==> config.mk <==
export PLATFORM = sky130hd
export DESIGN_NAME = reg_scoreboard
export DESIGN_NICKNAME = d
export VERILOG_FILES = /design/src/rtl/reg_scoreboard_pkg.sv /design/src/rtl/reg_busy_counter.sv /design/src/rtl/reg_scoreboard.sv
export SDC_FILE = /design/constraint.sdc
export NUM_CORES = 1
export LEC_CHECK = 0
export CAP_MARGIN = 20
export CORE_MARGIN = 8
export CORE_UTILIZATION = 55
export CTS_BUF_LIST = sky130_fd_sc_hd__clkbuf_8 sky130_fd_sc_hd__clkbuf_16
export DETAILED_ROUTE_END_ITERATION = 12
export GPL_ROUTABILITY_DRIVEN = 0
export GPL_TIMING_DRIVEN = 0
export PLACE_DENSITY = 0.79
export SKIP_LAST_GASP = 1
export SYNTH_ARGS = -nofsm -noshare
export SYNTH_HDL_FRONTEND = slang
export SYNTH_SLANG_ARGS = --single-unit
==> constraint.sdc <==
create_clock -name clk -period 6.15 [get_ports clk]
set_input_delay 1.23 -clock clk [delete_from_list [all_inputs] [get_ports clk]]
set_output_delay 1.23 -clock clk [all_outputs]
set_load 0.01 [all_outputs]
==> src/rtl/reg_scoreboard_pkg.sv <==
// -----------------------------------------------------------------------------
// reg_scoreboard_pkg
//   Shared constants for the DE-stage register scoreboard. These mirror the
//   pipeline-wide defines: register-number width, register count, default
//   pending-write counter width and the DE->FE control bus width.
// -----------------------------------------------------------------------------
package reg_scoreboard_pkg;

    localparam int REGNOBITS     = 5;   // architectural register-number width
    localparam int REGWORDS      = 32;  // architectural register count
    localparam int SB_CNTBITS    = 2;   // pending writes tracked per register
    localparam int SB_TOTBITS    = 7;   // holds REGWORDS * (2**SB_CNTBITS - 1)
    localparam int DE_TO_FE_BITS = 1;   // from_DE_to_FE carries only the stall

endpackage

==> src/rtl/reg_busy_counter.sv <==
// -----------------------------------------------------------------------------
// reg_busy_counter
//   Pending-write counter for one architectural register. Counts up on issue,
//   down by 0..2 on retire/kill, saturating at both ends.
//
//   clk        in   pipeline clock
//   reset      in   synchronous, active-high
//   inc        in   a writing instruction to this register issues this cycle
//   dec[1:0]   in   retire + kill hits on this register this cycle (0..2)
//   cnt        out  registered count
//   nonzero    out  effective count (cnt - dec, floored) is nonzero
//   at_max     out  effective count equals the saturation value
//   underflow  out  dec exceeds cnt this cycle
//
//   nonzero/at_max describe the effective count rather than cnt, so a write
//   committing in WB this cycle no longer blocks readers in DE.
// -----------------------------------------------------------------------------
module reg_busy_counter
    import reg_scoreboard_pkg::*;
#(
    parameter int CNTBITS = SB_CNTBITS
) (
    input  logic               clk,
    input  logic               reset,
    input  logic               inc,
    input  logic [1:0]         dec,
    output logic [CNTBITS-1:0] cnt,
    output logic               nonzero,
    output logic               at_max,
    output logic               underflow
);

    localparam int W = CNTBITS + 2;

    logic [CNTBITS-1:0] eff;
    logic [CNTBITS-1:0] cnt_nxt;

    // NOTE: every output of this block is given a value on every path, so
    // no latch can be inferred.
    always_comb begin
        underflow = W'(cnt) < W'(dec);
        // Without underflow dec <= cnt, so truncating dec is lossless here.
        eff       = underflow ? '0 : cnt - CNTBITS'(dec);
        nonzero   = (eff != '0);
        at_max    = &eff;
        // The top never issues into a full counter; hold anyway for safety.
        cnt_nxt   = (inc && !at_max) ? eff + CNTBITS'(1) : eff;
    end

    // NOTE: state is updated with non-blocking assignments so every flop
    // samples values from before the clock edge. The counter is a plain flop
    // rather than a memory, so it is cleared by reset like any other state.
    always_ff @(posedge clk) begin
        if (reset) begin
            cnt <= '0;
        end else begin
            cnt <= cnt_nxt;
        end
    end

endmodule

==> src/rtl/reg_scoreboard.sv <==
// -----------------------------------------------------------------------------
// reg_scoreboard
//   In-flight-write scoreboard for the DE stage. One pending-write counter per
//   architectural register (x0 excluded). DE stalls when a source operand has
//   a pending write or when the destination counter is saturated.
//
//   clk, reset     pipeline clock; synchronous active-high reset
//   src_valid      per-source read enable (NSRC bits)
//   src_regno      source register numbers, port k at [k*REGNOBITS +: REGNOBITS]
//   issue_valid    DE holds an instruction wanting to enter the DE latch
//   issue_wr/_rd   that instruction writes rd
//   retire_valid/_rd  WB commits a register write
//   kill_valid/_rd    AGEX squashes an issued writing instruction
//   stall          combinational stall to FE
//   issue_ok       issue_valid & !stall; counters take the issue only then
//   busy           per-register nonzero bitmap (1-cycle latency)
//   inflight       total of all counters (1-cycle latency)
//   err            sticky: retire or kill hit an empty counter
// -----------------------------------------------------------------------------
module reg_scoreboard
    import reg_scoreboard_pkg::*;
#(
    parameter int NREGS     = REGWORDS,
    parameter int REGNOBITS = reg_scoreboard_pkg::REGNOBITS,
    parameter int NSRC      = 2,
    parameter int CNTBITS   = SB_CNTBITS,
    parameter int TOTBITS   = SB_TOTBITS
) (
    input  logic                      clk,
    input  logic                      reset,
    input  logic [NSRC-1:0]           src_valid,
    input  logic [NSRC*REGNOBITS-1:0] src_regno,
    input  logic                      issue_valid,
    input  logic                      issue_wr,
    input  logic [REGNOBITS-1:0]      issue_rd,
    input  logic                      retire_valid,
    input  logic [REGNOBITS-1:0]      retire_rd,
    input  logic                      kill_valid,
    input  logic [REGNOBITS-1:0]      kill_rd,
    output logic                      stall,
    output logic                      issue_ok,
    output logic [NREGS-1:0]          busy,
    output logic [TOTBITS-1:0]        inflight,
    output logic                      err
);

    logic [NREGS-1:0]   eff_nz;
    logic [NREGS-1:0]   eff_max;
    logic [NREGS-1:0]   uflow;
    logic [CNTBITS-1:0] cnt [NREGS];
    logic               hazard;
    logic               full;

    // x0 has no counter: it is never busy, never full, never underflows.
    assign eff_nz[0]  = 1'b0;
    assign eff_max[0] = 1'b0;
    assign uflow[0]   = 1'b0;
    assign cnt[0]     = '0;

    for (genvar r = 1; r < NREGS; r++) begin : g_reg
        logic       inc;
        logic [1:0] dec;

        assign inc = issue_ok & issue_wr & (issue_rd == REGNOBITS'(r));
        assign dec = {1'b0, retire_valid & (retire_rd == REGNOBITS'(r))}
                   + {1'b0, kill_valid   & (kill_rd   == REGNOBITS'(r))};

        reg_busy_counter #(.CNTBITS(CNTBITS)) u_cnt (
            .clk       (clk),
            .reset     (reset),
            .inc       (inc),
            .dec       (dec),
            .cnt       (cnt[r]),
            .nonzero   (eff_nz[r]),
            .at_max    (eff_max[r]),
            .underflow (uflow[r])
        );
    end

    // Decoder form (compare against every register) avoids indexing with a
    // register number that may exceed NREGS-1 when NREGS < 2**REGNOBITS.
    always_comb begin
        hazard = 1'b0;
        full   = 1'b0;
        for (int k = 0; k < NSRC; k++) begin
            for (int r = 1; r < NREGS; r++) begin
                if (src_valid[k] &&
                    src_regno[k*REGNOBITS +: REGNOBITS] == REGNOBITS'(r) &&
                    eff_nz[r]) begin
                    hazard = 1'b1;
                end
            end
        end
        for (int r = 1; r < NREGS; r++) begin
            if (issue_wr && issue_rd == REGNOBITS'(r) && eff_max[r]) begin
                full = 1'b1;
            end
        end
    end

    assign stall    = issue_valid & (hazard | full);
    assign issue_ok = issue_valid & ~stall;

    // busy and inflight are decoded purely from counter flops: no path from
    // this cycle's inputs, and they show the post-update counts.
    always_comb begin
        inflight = '0;
        for (int r = 0; r < NREGS; r++) begin
            busy[r]  = (cnt[r] != '0);
            inflight = inflight + TOTBITS'(cnt[r]);
        end
    end

    always_ff @(posedge clk) begin
        if (reset) begin
            err <= 1'b0;
        end else if (|uflow) begin
            err <= 1'b1;
        end
    end

endmodule

* Yosys cells after proc, flatten, opt, wreduce, memory -nomap -nowiden
Cells that the tools add are included.
** Storage, ports and cells
- Flip-flop bits (word level) :: 63
- Input bits :: 33
- Output and inout bits :: 42
- Logic and storage cells :: 936
** Operators by class
- Add/subtract/negate cells :: 123
- Magnitude comparators :: 31
- Eq/ne operators :: 155
- Mux-type cells :: 155
- Bitwise operators :: 98
- Reductions and logical operators :: 342
** Operator list (count)
- == test 5 bit, second input constant :: 80
- logical AND 1 bit :: 217
- == test 5 x 4 -> 1 bit, second input constant :: 40
- adder 7 x 2 -> 7 bit :: 25
- two-way mux 2 bit :: 62
- nonzero test 2 bit :: 62
- == test 5 x 3 -> 1 bit, second input constant :: 20
- AND 1 bit :: 96
- two-way mux 1 bit :: 93
- adder 1 x 1 -> 2 bit :: 31
- adder 2 x 1 -> 2 bit, second input constant :: 31
- less-than comparator 2 bit :: 31
- AND reduction 2 bit :: 31
- subtractor 2 bit :: 31
- == test 5 x 2 -> 1 bit, second input constant :: 10
- logical NOT 1 bit :: 31
- OR reduction 31 bit :: 1
- == test 5 x 1 -> 1 bit, second input constant :: 5
- adder 6 x 2 -> 7 bit :: 1
- adder 5 x 2 -> 6 bit :: 1
- adder 4 x 2 -> 5 bit :: 1
- adder 3 x 2 -> 4 bit :: 1
- adder 2 x 2 -> 3 bit :: 1
- inverter 1 bit :: 1
- OR 1 bit :: 1

* Longest topological paths before layout
Gate-level depths: netlist (run 1).
- Word-level depth :: 77
- Mapped depth :: 20
- Mapped depth without buffers :: 19

* By module
A second synthesis (run 1) with hierarchy kept.
** Second synthesis, totals
- Cells, all modules :: 1142
- Area total of the unflattened synthesis :: 9603.0 sq um
** By module, submodules not included
- reg_busy_counter :: times used 31, cells each 18, area an instance 168.9 sq um, sequential area each 40.0 sq um
- reg_scoreboard :: times used 1, cells each 584, area an instance 4366.7 sq um, sequential area each 20.0 sq um

* Worst setup path after synthesis (run 1)
OpenSTA, ideal clock, no wires.
- Kind :: register -> output
- Start point :: register g_reg[19].u_cnt.cnt[1]
- End point :: output inflight[5]
- Arrival :: 5092 ps
- Data required time :: 4920 ps
- Setup slack :: -172 ps
- Cell stages (with the launch flop) :: 19
- Buffers on the path :: 0
- Cells stage by stage :: dfxtp_1 -> inv_1 -> fa_1 -> inv_1 -> fa_1 -> inv_1 -> fa_1 -> inv_1 -> fa_1 -> fa_1 -> fa_1 -> fa_1 -> ha_1 -> inv_1 -> fa_1 -> inv_1 -> a21o_1 -> a21oi_1 -> xnor2_1
** On the way
- Word-level cells in the longest chain between the ends :: 13
** Ends and longest elaborated chain
- start, declared :: RTL line reg_busy_counter.sv:27 : output logic [CNTBITS-1:0] cnt,
- start signal, assigned :: RTL line reg_busy_counter.sv:57 : cnt <= cnt_nxt;
- adder 7 x 2 -> 7 bit (13 in a row) :: RTL line reg_scoreboard.sv:110 : inflight = inflight + TOTBITS'(cnt[r]);
- end, declared :: RTL line reg_scoreboard.sv:43 : output logic [TOTBITS-1:0] inflight,
No other way between the ends.

* Worst setup path in the final report (run 1)
- Start point :: register g_reg[16].u_cnt.cnt[1]
- End point :: output inflight[5]
** On the way
- Word-level cells in the longest chain between the ends :: 16
** Ends and longest elaborated chain (RTL line)
- start, declared :: reg_busy_counter.sv:27
- start signal, assigned :: reg_busy_counter.sv:57
- adder 7 x 2 -> 7 bit (16 in a row) :: reg_scoreboard.sv:110
No other way between the ends.

==> results of run 1 <==
-- worst min-delay path, stage by stage (launching register included) --
cell and delay (ps):
dfxtp_1 350, nand4b_1 130, nor4_1 50, a21oi_1 160
-- area by class of cell --
class	instances	area (µm²)	share of cell area [%]
diodes	1	2.502	0.02213
clock buffers	10	239.0	2.114
flip-flops and latches	63	1274	11.27
multi-input cells	830	7503	66.37
well taps	225	281.5	2.490
repair buffers	92	787.0	6.961
plain buffers	48	279.0	2.468
inverters	234	878.3	7.769
clock inverters	6	61.31	0.5423
-- per-stage QoR --
stage          instance area [µm²]  setup WS (ps)  total power [mW]
3_3_place_gp                 10360          -1992             1.089
4_1_cts                      11080         -602.0             1.657
2_1_floorplan                 9447          4.419            0.8417
3_5_place_dp                 10360          -2095             1.105
6_report                     11310         -637.8             1.753
5_1_grt                      11300         -757.1             1.827
-- repair_timing --
action / CTS / global route
buffers inserted: 19 / 10
setup endpoints to repair: 8 / 9
hold endpoints to repair: 0 / 0
resized for setup: 136 / 73
pin swaps: 27 / 18
-- state kept, by name, summed over array words and instances (netlist names) --
| register | count |
|---|---|
| g.u_cnt.cnt | 62 |
| err | 1 |
-- logic make-up after synthesis --
family          synth area share (%)
simple gates                   23.34
buf+inv                        11.89
fa+ha+maj                      36.69
compound gates                 9.372
flops                          13.36
mux                            4.745
xor+xnor                      0.5567
other cells                  0.03973
-- report_power, final --
group          internal, mW  total, mW  switching (mW)
logic                 0.342      0.773           0.431
clock network         0.323      0.545           0.222
registers             0.421      0.435          0.0137
-- layout by cell type, fill, tap and decap left out, types with 21 or more instances in the layout --
master,instances
inv_1,224
clkdlybuf4s50_1,45
nand2_1,48
or3_1,31
nor2b_1,21
a21oi_1,43
or2_2,21
dfxtp_1,55
fa_1,72
nand3_1,32
buf_4,31
ha_1,120
nor2_1,103
nand2b_1,39
o21ai_0,45
clkbuf_1,25
-- layer usage --
layer | part of all wire, % | vias to the layer above
li1 | - | 4035
met5 | 0.030 | -
met2 | 43 | 625
met1 | 35 | 4239
met3 | 14 | 199
met4 | 8.4 | 2
-- worst paths after layout --
kind	start	to	slack, ps	depth (start not counted)
worst min register to register	err	err	730	3
worst max-delay path	g_reg[16].u_cnt.cnt[1]	inflight[5]	-640	19
worst max register to register	g_reg[17].u_cnt.cnt[0]	g_reg[29].u_cnt.cnt[0]	1950	15
worst min-delay path	err	err	730	3
==> results.txt, run 1 <==
Post-synthesis sequential area ratio: 13.36%
Unrepaired setup endpoints after global routing: true
Gr busiest metal: met2
Synth top area share: 18.66%
H-Tree Depth: 3
Max Clock Freq: 147.3 MHz
Synth area leaders: fa_1 19%, ha_1 18%, dfxtp_1 13%, inv_1 9.3%, nor2_1 4.3%
Final worst slack: -637.8 ps
Slew margin rel.: 40.67%
CTS tree: done
Routed wire per std cell: 21.95 µm
Post-route insts no fill: 1509
Final period utilization: 110.4%
Die width: 147.0 µm
Synth Instances: 1179
Detailed Routing Iterations Pass 1: 6
Worst Path Buf+Inv: 7
Max-cap violations: 0
Vias in the first global route: 9021
P&R area growth vs syn: 19.78%
Post-Route Utilization: 66.29%
Worst IR Drop VDD: 0.1909 mV
Final TNS setup: -2595 ps
Mapped cell area: 9439 µm²
Count of standard-cell rows: 48
Min-delay worst type: reg -> reg
Vias: 9100
Setup-failing EPs final: 6
First-iteration detailed-routing DRC count: 999
Slowest stage cell, crit path: fa_2
Worst path most repeated cell: inv_2
Dpl hpwl: 25.23 mm
CP required: 4920 ps
Kind of cell adding the most delay to the critical path: adder cells
Slew @ Worst Pin: 890.0 ps
CTS clk-pin slew, worst paths: 60 ps
First-pass GRT wire length: 49.62 mm
Cts hold-fix bufs: 0
Largest net degree at the start of global routing: 12
Post-Route Skew: 8.706 ps
Root buffer cell: clkbuf_16
Avg Vias per Cell: 6.030
Crit-path max FO: 2
Synth cell count leaders: 234 x inv_1, 136 x ha_1, 108 x nor2_1, 88 x fa_1, 63 x dfxtp_1
Die area: 21610 µm²
Clock buffer depth: 2
Port Buffer Count: 63
PwrDens: 155.0 nW/µm²
Fill count: 1377
Synth Warn #: 0
Initial Util: 55.34%
GRT met2 Usage: 45.85%
Failing checks: negative setup slack
Final-report hold violation count: 0
Startpoint Class: flop
Crit Path Category: reg -> out
CP Cell Sequence: inv_2 -> fa_2 -> inv_2 -> fa_1 -> inv_2 -> fa_2 -> inv_2 -> fa_1 -> fa_1 -> fa_2 -> fa_1 -> ha_4 -> inv_2 -> fa_2 -> inv_1 -> a21o_1 -> a21oi_2 -> xnor2_1 -> buf_2
Clk_lat worst skew: 360 ps
Status: complete, but fails checks
Core box area: 17060 µm²
DRC violations left: 0
Initial antenna violation count: 2
Cell variety after synth: 63
Die Span Y: 147.0 µm
GR met1 Demand/Resource: 35.45%
Fin crit period: 6788 ps
Final WL: 33.13 mm
I/O Pins: 75
Largest area contributor in the netlist: fa_1
Total Nets Final: 1535
Pins Over Slew Limit: 0
Syn_nets: 1436
Syn_area_per_cell: 8.006 µm²
Share of cells above drive strength 1: 18.32%
Synthesis-stage register bit count: 63
GR Overflow Total: 0
Num CTS Buffers: 9
Number of enable flip-flop cells after synthesis: 0
Placed insts: 1467
Ys async rst share: 0%
Slowest stage delay, CP: 610 ps
Most common cell in the netlist: inv_1
Top FF cell, synth: dfxtp_1
Gr usage total: 29.99%
Hold WS: 733.0 ps
Final ANT Viol Nets: 0
Crit path capture type: output port
WP data arrival: 5560 ps
P_leak: 5.329 nW
Clk sinks: 63
Met3 Use GR: 9.935%
Power figures use the tool's default switching activity.
==> inputs of run 2 (changes only) <==
Settings changed: CORE_UTILIZATION 55 to 61, PLACE_DENSITY 0.79 to 0.83.
Clock period 6.15 ns to 6.3 ns, I/O delays scaled along.
==> results.txt, run 2 (same netlist as run 1, synthesis figures left out) <==
Port Buffer Count: 63
Root buffer cell: clkbuf_16
Worst IR Drop VDD: 0.1867 mV
Total power: 1.656 mW
Min-delay worst type: reg -> reg
Largest Register: g.u_cnt.cnt
First-pass GRT wire length: 49.94 mm
CP required: 5040 ps
H-Tree Depth: 3
Crit-path max FO: 3
Most common cell after layout, fill and taps aside: inv_1
P&R area growth vs syn: 18.36%
Max Clock Freq: 145.0 MHz
Gr usage total: 33.36%
Failing checks: negative setup slack
Total Nets Final: 1532
CTS clk-pin slew, worst paths: 60 ps
Clk_lat worst skew: 360 ps
Final-report hold violation count: 0
Slew @ Worst Pin: 825.2 ps
PwrDens: 148.2 nW/µm²
Vias in the first global route: 9013
Status: complete, but fails checks
Avg Vias per Cell: 6.236
CTS tree: done
Commonest non-fill, non-tap cells in the layout: 228 x inv_1, 117 x ha_1, 102 x nor2_1
Cts hold-fix bufs: 0
Detailed Routing Iterations Pass 1: 8
Dpl hpwl: 25.16 mm
Post-Route Skew: 11.72 ps
Fin crit period: 6898 ps
Die Span Y: 140.4 µm
Final WL: 33.20 mm
Final ANT Viol Nets: 0
I/O Pins: 75
Final worst slack: -598.5 ps
Share of cells above drive strength 1: 16.95%
Die area: 19710 µm²
Largest net degree at the start of global routing: 12
First-iteration detailed-routing DRC count: 1292
Core box area: 15150 µm²
Cell area after layout: 11170 µm²
Register area: 1267 µm²
P_leak: 5.281 nW
Initial antenna violation count: 2
Max-cap violations: 0
Count of standard-cell rows: 45
Pins Over Slew Limit: 0
Crit Path Category: reg -> out
WHS Path Cells: 3
Die width: 140.4 µm
Slew margin rel.: 44.99%
Multi-input gate area: 7448 µm²
Fill count: 1083
Worst slack at placement: -2048 ps
Startpoint Class: flop
Num CTS Buffers: 9
# diodes: 0
R2R depth: 17
WP data arrival: 5640 ps
Crit path capture type: output port
Flip-flop count of the largest register after layout: 62
Setup-failing EPs final: 5
DP Area: 10310 µm²
Vias: 9155
Final period utilization: 109.5%
Unrepaired setup endpoints after global routing: true
GR Overflow Total: 0
Clock buffer depth: 2
Initial Util: 62.32%
Clk sinks: 63
Largest regs: g.u_cnt.cnt (62), err (1)
Routed wire per std cell: 22.61 µm
DRC violations left: 0
[run 2: cell count changes in the layout (fill, tap and decap cells not counted), sizes merged]
cell	change
dlygate4sd2	+2
clkdlybuf4s15	+1
diode	-1
bufinv	-1
buf	-3
clkinvlp	+1
clkbuf	-2
clkinv	-1
[run 2: final cells by class]
type / instances / share of cell area [%]
multi-input combinational: 830 / 66.67
tap: 188 / 2.105
sequential: 63 / 11.35
clock buffer: 11 / 2.262
inverter: 234 / 7.862
buffer: 48 / 2.464
clock inverter: 5 / 0.3024
timing repair buffer: 89 / 6.988
[run 2: final timing paths]
kind | startpoint | to | slack, ps
hold / removal | err | err | 820
hold reg to reg | err | err | 820
setup reg to reg | g_reg[17].u_cnt.cnt[0] | g_reg[30].u_cnt.cnt[1] | 1960
setup / recovery | g_reg[22].u_cnt.cnt[1] | inflight[5] | -600
[run 2: critical path, stage by stage (launching register included)]
cell	delay, ps
dfxtp_1	420
fa_1	470
fa_1	610
fa_1	570
inv_1	60
fa_2	520
inv_1	60
fa_2	550
fa_2	430
fa_1	530
ha_4	140
inv_2	40
fa_2	360
inv_2	60
a21o_1	120
a21oi_2	60
xnor2_1	130
buf_2	150
[run 2: where the power goes]
group	internal (mW)	switching, mW	leakage (nW)	total [mW]
Sequential	0.411	0.0135	0.513	0.425
Combinational	0.317	0.421	4.64	0.738
Clock	0.286	0.207	0.131	0.493
Total	1.01	0.641	5.28	1.66
[run 2: routing by layer]
| metal | vias up | global-route usage, % | wire (µm) |
|---|---|---|---|
| met3 | 197 | 12.74 | 4491 |
| met4 | 4 | 21.20 | 2606 |
| li1 | 4028 | - | - |
| met2 | 665 | 50.77 | 14400 |
| met5 | - | 0.5249 | 27 |
| met1 | 4261 | 38.84 | 11670 |
[run 2: stage by stage]
stage                     TNS [ps]  hold slack, ps  instances  utilization, %
after CTS                    -2600           787.8       1463           72.88
after floorplan                  0           656.9       1179               -
after global routing         -3201           811.9       1468           73.76
after global placement      -11150           725.2       1430           68.05
final                        -2391           824.8       1468           73.76
after detailed placement    -13560           703.9       1430           68.05
[run 2: what timing repair did]
action	CTS	global route
cloned	1	0
hold endpoints to repair	0	0
buffers inserted	20	5
endpoints found under the setup margin	8	8
gates resized for setup	129	55
pin swaps	28	12
